File: config.mk
export PLATFORM = sky130hd
export DESIGN_NAME = rd_b_vec_infmap
export DESIGN_NICKNAME = d
export VERILOG_FILES = /design/src/rtl/rd_b_vec_infmap_pkg.sv /design/src/rtl/rd_b_vec_infmap_word_aligner.sv /design/src/rtl/rd_b_vec_infmap.sv
export SDC_FILE = /design/constraint.sdc
export NUM_CORES = 1
export LEC_CHECK = 0
export BUFFER_PORTS_ARGS = -buffer_cell sky130_fd_sc_hd__buf_4
export CAP_MARGIN = 0
export CORE_ASPECT_RATIO = 1.5
export CORE_MARGIN = 4
export CORE_UTILIZATION = 40
export CTS_CLUSTER_SIZE = 25
export DETAILED_ROUTE_END_ITERATION = 7
export SLEW_MARGIN = 15
export SYNTH_ARGS = -nofsm -noshare
export SYNTH_HDL_FRONTEND = slang
export SYNTH_SLANG_ARGS = --single-unit
File: constraint.sdc
create_clock -name clk -period 2.7 [get_ports clk]
set_input_delay 0.675 -clock clk [delete_from_list [all_inputs] [get_ports clk]]
set_output_delay 0.675 -clock clk [all_outputs]
set_load 0.05 [all_outputs]
File: src/rtl/rd_b_vec_infmap_pkg.sv
// Shared definitions for the FC-layer BRAM vector reader.
//   - FSM state codes S_IDLE/S_ISSUE/S_DRAIN/S_OUT
//   - derived-size helpers: BRAM depth and worst-case words per vector
// Element packing order, used on both sides of the reader: element c of a
// BRAM word sits at bits [c*I_F_BW +: I_F_BW], and element k of an output
// vector sits at bits [k*I_F_BW +: I_F_BW]. In both cases element 0 is the LSB.
package rd_b_vec_infmap_pkg;

  typedef enum logic [1:0] {
    S_IDLE  = 2'd0,
    S_ISSUE = 2'd1,
    S_DRAIN = 2'd2,
    S_OUT   = 2'd3
  } rd_state_e;

  // ceil(ich / col): number of BRAM words holding ich elements.
  function automatic int b_depth(input int ich, input int col);
    return (ich + col - 1) / col;
  endfunction

  // Worst-case words touched by one vector (start in the last column).
  function automatic int nw_max(input int ich_t, input int col);
    return (col - 1 + ich_t + col - 1) / col;
  endfunction

endpackage

File: src/rtl/rd_b_vec_infmap_word_aligner.sv
// Word buffer and aligner. It collects up to NUM_SLOTS BRAM words, shifts out
// the leading column offset, and returns VEC_ELTS elements.
// Ports:
//   clk, areset      clock, synchronous active-high reset
//   clr_i            zero the buffer (start of a new vector)
//   wr_en_i          capture wr_data_i into slot wr_slot_i this cycle
//   wr_slot_i        destination slot index
//   wr_data_i        BRAM word
//   col_i            column of the first wanted element inside slot 0
//   vec_o            aligned vector. It already includes this cycle's write,
//                    so the caller can register it on the same edge as the
//                    last capture.
module rd_b_vec_infmap_word_aligner #(
  parameter int NUM_SLOTS = 4,
  parameter int B_COL_NUM = 4,
  parameter int I_F_BW    = 8,
  parameter int VEC_ELTS  = 10,
  parameter int SLOT_W    = 3,
  parameter int COL_W     = 2,
  localparam int B_DATA_W = B_COL_NUM * I_F_BW,
  localparam int VEC_W    = VEC_ELTS * I_F_BW
) (
  input  logic                clk,
  input  logic                areset,
  input  logic                clr_i,
  input  logic                wr_en_i,
  input  logic [SLOT_W-1:0]   wr_slot_i,
  input  logic [B_DATA_W-1:0] wr_data_i,
  input  logic [COL_W-1:0]    col_i,
  output logic [VEC_W-1:0]    vec_o
);

  logic [NUM_SLOTS-1:0][B_DATA_W-1:0] buf_q, buf_d;
  logic [NUM_SLOTS*B_DATA_W-1:0]      flat;

  always_comb begin
    buf_d = buf_q;
    for (int s = 0; s < NUM_SLOTS; s++)
      if (wr_en_i && wr_slot_i == SLOT_W'(s)) buf_d[s] = wr_data_i;
  end

  always_ff @(posedge clk) begin
    if (areset || clr_i) buf_q <= '0;
    else                 buf_q <= buf_d;
  end

  // Slot 0 holds the lowest elements, so a right shift by the column offset
  // moves the first wanted element to bit 0.
  always_comb begin
    flat  = buf_d >> (32'(col_i) * I_F_BW);
    vec_o = flat[VEC_W-1:0];
  end

endmodule

File: src/rtl/rd_b_vec_infmap.sv
// BRAM vector reader for FC layers. From a BRAM that packs B_COL_NUM elements
// per word, it reads ICH_T consecutive I_F_BW-bit elements starting at any
// element index, aligns them, and emits one packed vector with a valid/ready
// handshake.
// Ports:
//   clk, areset          clock, synchronous active-high reset
//   i_run                start pulse. It is accepted in S_IDLE or on the
//                        output-accept cycle; at any other time it sets o_en_err.
//   i_rd_start_idx       first element index
//   i_ot_ready           consumer ready
//   o_idle / o_run       FSM idle / busy
//   o_en_err             sticky error (ignored start, or illegal range)
//   o_ot_valid/o_ot_done vector valid (held until accepted) / accept pulse
//   o_ot_infmap          element k at bits [k*I_F_BW +: I_F_BW]
//   b_o_infmap_*         BRAM address / chip enable / write enable (always 0)
//   b_i_infmap_q         BRAM read data
// Build option RD_B_VEC_ZPAD_EN:
//   - defined: reads may run past ICH. Words beyond the last are not read,
//     and those elements are output as 0.
//   - undefined: a start with idx+ICH_T > ICH is rejected and flagged.
module rd_b_vec_infmap
  import rd_b_vec_infmap_pkg::*;
#(
  parameter int ICH       = 400,
  parameter int ICH_T     = 10,
  parameter int I_F_BW    = 8,
  parameter int B_COL_NUM = 4,
  parameter int B_RD_LAT  = 1,
  localparam int B_DATA_W = B_COL_NUM * I_F_BW,
  localparam int B_DEPTH  = b_depth(ICH, B_COL_NUM),
  localparam int B_ADDR_W = (B_DEPTH > 1) ? $clog2(B_DEPTH) : 1,
  localparam int IDX_BW   = (ICH > 1) ? $clog2(ICH) : 1,
  localparam int OUT_W    = ICH_T * I_F_BW
) (
  input  logic                clk,
  input  logic                areset,
  input  logic                i_run,
  input  logic [IDX_BW-1:0]   i_rd_start_idx,
  input  logic                i_ot_ready,
  output logic                o_idle,
  output logic                o_run,
  output logic                o_en_err,
  output logic                o_ot_valid,
  output logic                o_ot_done,
  output logic [OUT_W-1:0]    o_ot_infmap,
  output logic [B_ADDR_W-1:0] b_o_infmap_addr,
  output logic                b_o_infmap_ce,
  output logic                b_o_infmap_we,
  input  logic [B_DATA_W-1:0] b_i_infmap_q
);

  localparam int COL_W  = $clog2(B_COL_NUM);
  localparam int NW_MAX = nw_max(ICH_T, B_COL_NUM);
  localparam int NW_W   = $clog2(NW_MAX + 1);

  rd_state_e             state_q;
  logic [B_ADDR_W-1:0]   addr_q;
  logic                  ce_q;
  logic [NW_W-1:0]       wcnt_q, nw_q, nw_d;
  logic [1:0]            dcnt_q;
  logic [COL_W-1:0]      col_q;
  logic                  valid_q, err_q;
  logic [OUT_W-1:0]      infmap_q;
  logic [OUT_W-1:0]      vec_al, vec_out;

  // Capture strobe and slot number, delayed by the BRAM read latency.
  logic [B_RD_LAT:0]             vld_pipe;
  logic [B_RD_LAT-1:0]           vld_sr_q;
  logic [B_RD_LAT:0][NW_W-1:0]   slot_pipe;
  logic [B_RD_LAT-1:0][NW_W-1:0] slot_sr_q;

  logic accept, can_start, start_ok, start;

  assign accept    = valid_q & i_ot_ready;
  assign can_start = (state_q == S_IDLE) | accept;
`ifdef RD_B_VEC_ZPAD_EN
  assign start_ok  = 32'(i_rd_start_idx) < 32'(ICH);
`else
  assign start_ok  = (32'(i_rd_start_idx) + 32'(ICH_T)) <= 32'(ICH);
`endif
  assign start     = i_run & can_start & start_ok;
  assign nw_d      = NW_W'((32'(i_rd_start_idx[COL_W-1:0]) + 32'(ICH_T)
                            + 32'(B_COL_NUM) - 32'd1) >> COL_W);

  assign vld_pipe  = {vld_sr_q, ce_q};
  assign slot_pipe = {slot_sr_q, wcnt_q};

  always_ff @(posedge clk) begin
    if (areset) begin
      vld_sr_q  <= '0;
      slot_sr_q <= '0;
    end else begin
      vld_sr_q  <= vld_pipe[B_RD_LAT-1:0];
      slot_sr_q <= slot_pipe[B_RD_LAT-1:0];
    end
  end

  rd_b_vec_infmap_word_aligner #(
    .NUM_SLOTS(NW_MAX), .B_COL_NUM(B_COL_NUM), .I_F_BW(I_F_BW),
    .VEC_ELTS(ICH_T), .SLOT_W(NW_W), .COL_W(COL_W)
  ) u_align (
    .clk(clk), .areset(areset), .clr_i(start),
    .wr_en_i(vld_pipe[B_RD_LAT]), .wr_slot_i(slot_pipe[B_RD_LAT]),
    .wr_data_i(b_i_infmap_q), .col_i(col_q), .vec_o(vec_al)
  );

`ifdef RD_B_VEC_ZPAD_EN
  logic [IDX_BW-1:0] start_q;
  always_ff @(posedge clk) begin
    if (areset)     start_q <= '0;
    else if (start) start_q <= i_rd_start_idx;
  end
  // Elements past ICH come out as zero. This matters when the last BRAM word
  // is only partly populated.
  for (genvar k = 0; k < ICH_T; k++) begin : g_zmask
    assign vec_out[k*I_F_BW +: I_F_BW] = ((32'(start_q) + 32'(k)) < 32'(ICH))
                                         ? vec_al[k*I_F_BW +: I_F_BW] : '0;
  end
`else
  assign vec_out = vec_al;
`endif

  always_ff @(posedge clk) begin
    if (areset) begin
      state_q  <= S_IDLE;
      addr_q   <= '0;
      ce_q     <= 1'b0;
      wcnt_q   <= '0;
      nw_q     <= '0;
      dcnt_q   <= '0;
      col_q    <= '0;
      valid_q  <= 1'b0;
      err_q    <= 1'b0;
      infmap_q <= '0;
    end else begin
      case (state_q)
        S_ISSUE: begin
          if (wcnt_q == nw_q - NW_W'(1)) begin
            state_q <= S_DRAIN;
            ce_q    <= 1'b0;
            dcnt_q  <= '0;
          end else begin
            wcnt_q <= wcnt_q + NW_W'(1);
            // Hold the address at the last word; later slots stay zero.
            if (addr_q == B_ADDR_W'(B_DEPTH - 1)) ce_q <= 1'b0;
            else                                 addr_q <= addr_q + B_ADDR_W'(1);
          end
        end
        S_DRAIN: begin
          if (dcnt_q == 2'(B_RD_LAT - 1)) begin
            // The aligner output already includes the last word arriving now.
            state_q  <= S_OUT;
            valid_q  <= 1'b1;
            infmap_q <= vec_out;
          end else begin
            dcnt_q <= dcnt_q + 2'd1;
          end
        end
        S_OUT: begin
          if (accept) begin
            state_q <= S_IDLE;
            valid_q <= 1'b0;
          end
        end
        default: ;
      endcase

      // A start (including back-to-back on accept) overrides the case above.
      if (start) begin
        state_q  <= S_ISSUE;
        addr_q   <= B_ADDR_W'(i_rd_start_idx >> COL_W);
        ce_q     <= 1'b1;
        wcnt_q   <= '0;
        nw_q     <= nw_d;
        col_q    <= i_rd_start_idx[COL_W-1:0];
        valid_q  <= 1'b0;
        infmap_q <= '0;
      end
      if (i_run && (!can_start || !start_ok)) err_q <= 1'b1;
    end
  end

  assign o_idle          = (state_q == S_IDLE);
  assign o_run           = ~o_idle;
  assign o_en_err        = err_q;
  assign o_ot_valid      = valid_q;
  assign o_ot_done       = accept;
  assign o_ot_infmap     = infmap_q;
  assign b_o_infmap_addr = addr_q;
  assign b_o_infmap_ce   = ce_q;
  assign b_o_infmap_we   = 1'b0;

endmodule

==> results.toml, run 1 <==
[status]
status = "finished, final reports clean"

[cts]
cts_setup_buffers = 0
clock_latency_ns = 0.50
post_cts_resized = 0
clockBufferDepth = 3
clkSinkCount = 209
cts_buffers = 21
clk_pin_slew_ns = 0.06
cts_max_level = 1
ctsHoldBuffers = 0
tritoncts = "done"
cts_root_buf = "clkbuf_16"

[yosys]
avgSynthCellArea_um2 = 9.50
synth_top_cells_by_count = "dfxtp_1 (209), mux2i_1 (171), nor2_1 (159)"
ys_warn_count = 0
synth_edf_count = 0
synth_top_area_frac = 0.469
async_flop_share = 0
syn_area_um2 = 8920
syn-num-nets = 988
postSynthCellCount = 939
yosysMostFrequentCell = "dfxtp_1"
seq_area_frac_synth = 0.469
ys_types = 47
synth_area_leaders = "dfxtp_1 (47%), mux2i_1 (19%), nor2_1 (6.7%), o22ai_1 (5.6%), nor3_1 (4.9%)"
yosysTopAreaCell = "dfxtp_1"
synth_seq_cells = 209
synth-main-ff-cell = "dfxtp_1"

[worst_setup_path]
arrival_ns = 2.64
r2r_slack_ns = 0.50
crit_chain = "buf_4 -> ha_1 -> or3b_1 -> a2111oi_4 -> o2111ai_2 -> nand3_4 -> buf_12 -> nor3_1"
slowest_stage = "or3b_1"
worstReg2RegStart = "slot_sr_q[0]"
r2r_cells = 6
slowest_delay_ns = 0.39
path_class = "input pin to register"
reg2reg_to = "o_ot_infmap[30]"
crit_path_start_kind = "input pin"
crit_buf_inv = 2
worst-endpoint-required_ns = 3.07
crit_start = "i_rd_start_idx[1]"
worstPathMaxFanout = 42
critical_path.endpoint_type = "register"
critical-path-top-delay-family = "simple AND/OR/NAND/NOR gates"

[routing]
totalWireLength_mm = 28.1
wire_per_inst_um = 21.1
routed_via_density = 5.60
firstDrtPassIters = 6
drc_errors = 0
vias = 7475
dr.first_iter.drc_count = 458
ant_nets = 0

[global_routing]
grt.overflow.total = 0
grt_max_degree = 81
antenna_found_initial = 0
grt.total_usage = 0.223
grt_pass1_vias = 7376
grt_pass1_wl_mm = 42.7

[sta]
rsz0062_at_grt = "no"
slew_viol_final = 0
slew_headroom = 0.385
finalHoldViolCount = 0
max_freq_mhz = 439
period_needed_ns = 2.28
fin_ws_ns = 0.425
skew_ns = 0.0165
min_period_over_period = 0.843
setup-violations-final = 0
worst_pin_slew_ns = 0.922

[place]
dp_hpwl_mm = 20.4
post-place-ws_ns = -0.0421
portBuffers = 137
placed_area_um2 = 10400
finalWeightedCongestion = 0.827

[min_path]
hold_start = "b_o_infmap_ce"
hold_end = "b_o_infmap_ce"
min_path_type = "register to register"
hold_path_depth = 2

[power]
ir_worst_vdd_mv = 0.349
total_power_mw = 6.61
p_leak_nw = 4.09
p_per_area_nw_per_um2 = 601

[die]
die_x_um = 130
io_pins = 139
initial_core_util = 0.409
core_region_area_um2 = 21800
die-area_um2 = 24800
chipHeight_um = 191
num_rows = 66

[cells_and_area]
n_antenna_cell = 0
fin_util = 0.505
fin_area_um2 = 11000
syn2layout_area_growth_pct = 23.3
finalNetCount = 1100
drive_above_1_share = 0.201

[job]
cap_violations = 0
## power breakdown
part           switching (mW)  internal (mW)  total [mW]
clock network            1.17           1.58        2.76
logic                   0.420          0.252       0.672
registers              0.0527           3.13        3.18
## per-stage QoR
step / std cells / setup TNS, ns / hold slack, ns
2_1_floorplan: 939 / 0 / 0.453
3_3_place_gp: 1300 / -1.66 / 0.466
3_5_place_dp: 1300 / -2.18 / 0.463
4_1_cts: 1334 / 0 / 0.462
5_1_grt: 1334 / 0 / 0.491
6_report: 1334 / 0 / 0.473
## layer usage
layer  routed length (µm)  global-route usage  share of wire
met5                    0                   0              0
met1                10600               0.254           0.38
met4                 1030              0.0864          0.037
met3                 1520              0.0338          0.054
met2                14900               0.411           0.53
## final cells by class
cell class | count | area, µm²
fill | 2093 | 10800
multi-input combinational | 647 | 4410
sequential | 209 | 4190
timing repair buffer | 167 | 1400
clock buffer | 31 | 623
tap | 272 | 340
inverter | 5 | 18.8
clock inverter | 3 | 15.0
## cell families (layout without fill, tap and decap cells)
group / count (synthesis) / after routing / synth area share
AO/OA/AOI/OAI: 162 / 162 / 0.127
XOR/XNOR: 11 / 11 / 0.0108
adder cells (fa/ha/maj): 4 / 4 / 0.00561
buffers and inverters: 83 / 206 / 0.0440
flip-flops: 209 / 209 / 0.469
multiplexers: 171 / 171 / 0.192
other: 1 / 1 / 0.000420
AND/OR/NAND/NOR: 298 / 298 / 0.152
## layout by cell type (no fill, tap or decap), types with 12 or more instances in the layout
| master | instances |
|---|---|
| mux2i_1 | 171 |
| o22ai_1 | 80 |
| nor2_1 | 158 |
| a22o_1 | 32 |
| buf_4 | 155 |
| nor3_1 | 87 |
| buf_12 | 12 |
| a21oi_1 | 19 |
| clkbuf_16 | 21 |
| dfxtp_1 | 208 |
## worst max-delay path by stage
stage / cells past startpoint / slack (ns) / to
floorplan: 8 / 0.23 / u_align.buf_q[95]
global placement: 8 / -0.04 / b_o_infmap_addr[2]
detailed placement: 8 / -0.04 / o_ot_infmap[63]
CTS: 8 / 0.45 / o_ot_infmap[37]
global route: 6 / 0.31 / b_o_infmap_addr[6]
finish: 8 / 0.42 / o_ot_infmap[47]
## worst min-delay path: stages (launching register included)
cell and delay, ns:
dfxtp_1 0.32, nand2_1 0.05, a21oi_1 0.05
## flip-flops by register name, indices dropped and copies added (netlist names)
name	count
state_q	2
o_en_err	1
nw_q	2
vld_sr_q	1
slot_sr_q	3
u_align.buf_q	104
b_o_infmap_ce	1
dcnt_q	2
o_ot_valid	1
b_o_infmap_addr	7
wcnt_q	3
col_q	2
o_ot_infmap	80
Power figures use the tool's default switching activity.
==> run 2: changes to the inputs <==
Clock period 2.7 ns to 2.3 ns, I/O delays scaled along.
==> results.toml, run 2 (same netlist as run 1, synthesis figures left out) <==
[status]
status = "finished, final reports clean"

[global_routing]
grt.overflow.total = 0
busiest_layer = "met2"
use_met1 = 0.262
grt_pass1_vias = 7400
grt.total_usage = 0.226
grt_pass1_wl_mm = 43.2
antenna_found_initial = 0
met3_usage = 0.0296
grt_max_degree = 65
use_met2 = 0.416

[cells_and_area]
final_common_cell = "dfxtp_1"
fill_cells = 2116
fin_area_um2 = 11200
largest_reg_flops = 104
finalNetCount = 1112
top_register = "u_align.buf_q"
instances_no_fill = 1350
multi_input_area_um2 = 4450
regArea_um2 = 4190
syn2layout_area_growth_pct = 25.4
layout_common_cells = "dfxtp_1 (207), buf_4 (166), mux2i_1 (163)"
drive_above_1_share = 0.220
fin_util = 0.513
n_antenna_cell = 0

[place]
dp_hpwl_mm = 20.9
dp_cells = 1309
portBuffers = 137
placed_area_um2 = 10400
finalWeightedCongestion = 0.904
post-place-ws_ns = -0.217

[sta]
slew_headroom = 0.494
worst_pin_slew_ns = 0.759
setup-violations-final = 0
rsz0062_at_grt = "no"
finalHoldViolCount = 0
skew_ns = 0.00846
fin_tns_setup_ns = 0
fin_ws_ns = 0.0958
min_period_over_period = 0.958
timing.hold.ws_ns = 0.390
period_needed_ns = 2.20
slew_viol_final = 0
max_freq_mhz = 454

[job]
cap_violations = 0

[power]
p_leak_nw = 4.18
ir_worst_vdd_mv = 0.423
total_power_mw = 7.96
p_per_area_nw_per_um2 = 711

[cts]
cts_root_buf = "clkbuf_16"
clockBufferDepth = 3
clk_pin_slew_ns = 0.06
cts_buffers = 22
cts_max_level = 1
tritoncts = "done"
clock_latency_ns = 0.50
clkSinkCount = 209

[routing]
dr.first_iter.drc_count = 558
totalWireLength_mm = 28.8
vias = 7558
routed_via_density = 5.60
drc_errors = 0
ant_nets = 0
wire_per_inst_um = 21.4
firstDrtPassIters = 5

[min_path]
hold_start = "i_run"
hold_end = "o_en_err"
min_path_type = "input pin to register"
hold_path_depth = 3

[worst_setup_path]
worstPathMaxFanout = 32
r2r_cells = 6
slowest_stage = "dfxtp_1"
critical_path.endpoint_type = "register"
critical-path-top-delay-family = "multiplexers"
crit_buf_inv = 1
worstReg2RegStart = "slot_sr_q[1]"
slowest_delay_ns = 0.46
crit_chain = "nor4bb_4 -> buf_12 -> mux2i_1 -> mux2i_1 -> o22ai_1 -> nor3_1"
cpMostUsedCell = "mux2i_1"
path_class = "register to register"
arrival_ns = 2.58
worst-endpoint-required_ns = 2.68
reg2reg_to = "o_ot_infmap[55]"
crit_path_start_kind = "register"
r2r_slack_ns = 0.1

[die]
core_region_area_um2 = 21800
chipHeight_um = 191
num_rows = 66
initial_core_util = 0.409
die-area_um2 = 24800
io_pins = 139
die_x_um = 130
==> run 2: worst max-delay path by stage <==
| stage | cells past startpoint | from | end |
|---|---|---|---|
| after floorplan | 8 | i_rd_start_idx[1] | u_align.buf_q[95] |
| after global placement | 8 | i_rd_start_idx[1] | b_o_infmap_addr[1] |
| after detailed placement | 8 | i_rd_start_idx[1] | b_o_infmap_addr[1] |
| after CTS | 6 | slot_sr_q[1] | o_ot_infmap[63] |
| after global routing | 7 | slot_sr_q[0] | o_ot_infmap[30] |
| final | 6 | slot_sr_q[1] | o_ot_infmap[55] |
==> run 2: power by group <==
part / leakage (nW) / total (mW) / internal (mW) / switching (mW)
clock network: 0.343 / 3.41 / 1.99 / 1.42
logic: 2.15 / 0.817 / 0.311 / 0.506
registers: 1.69 / 3.73 / 3.67 / 0.0547
total: 4.18 / 7.96 / 5.98 / 1.98
==> run 2: what timing repair did <==
action,in CTS,in global routing
resized for setup,0,10
setup buffers,0,1
hold buffers,0,0
setup endpoints to repair,0,16
==> run 2: layout make-up <==
| class | count | share of cell area |
|---|---|---|
| well taps | 272 | 0.0304 |
| inverters | 5 | 0.00201 |
| clock buffers | 35 | 0.0600 |
| clock inverters | 4 | 0.00179 |
| flip-flops and latches | 209 | 0.374 |
| repair buffers | 178 | 0.133 |
| multi-input cells | 647 | 0.398 |
==> run 2: per-layer routing <==
layer / wire length (µm) / vias to the layer above
met4: 1040 / 0
met5: 0 / -
met2: 15300 / 232
li1: - / 3628
met1: 10900 / 3640
met3: 1560 / 58
==> run 2: tightest hold or removal path, cell delays in order <==
cell    delay (ns)
buf_4         0.13
nor2_1        0.08
nor3_1        0.05
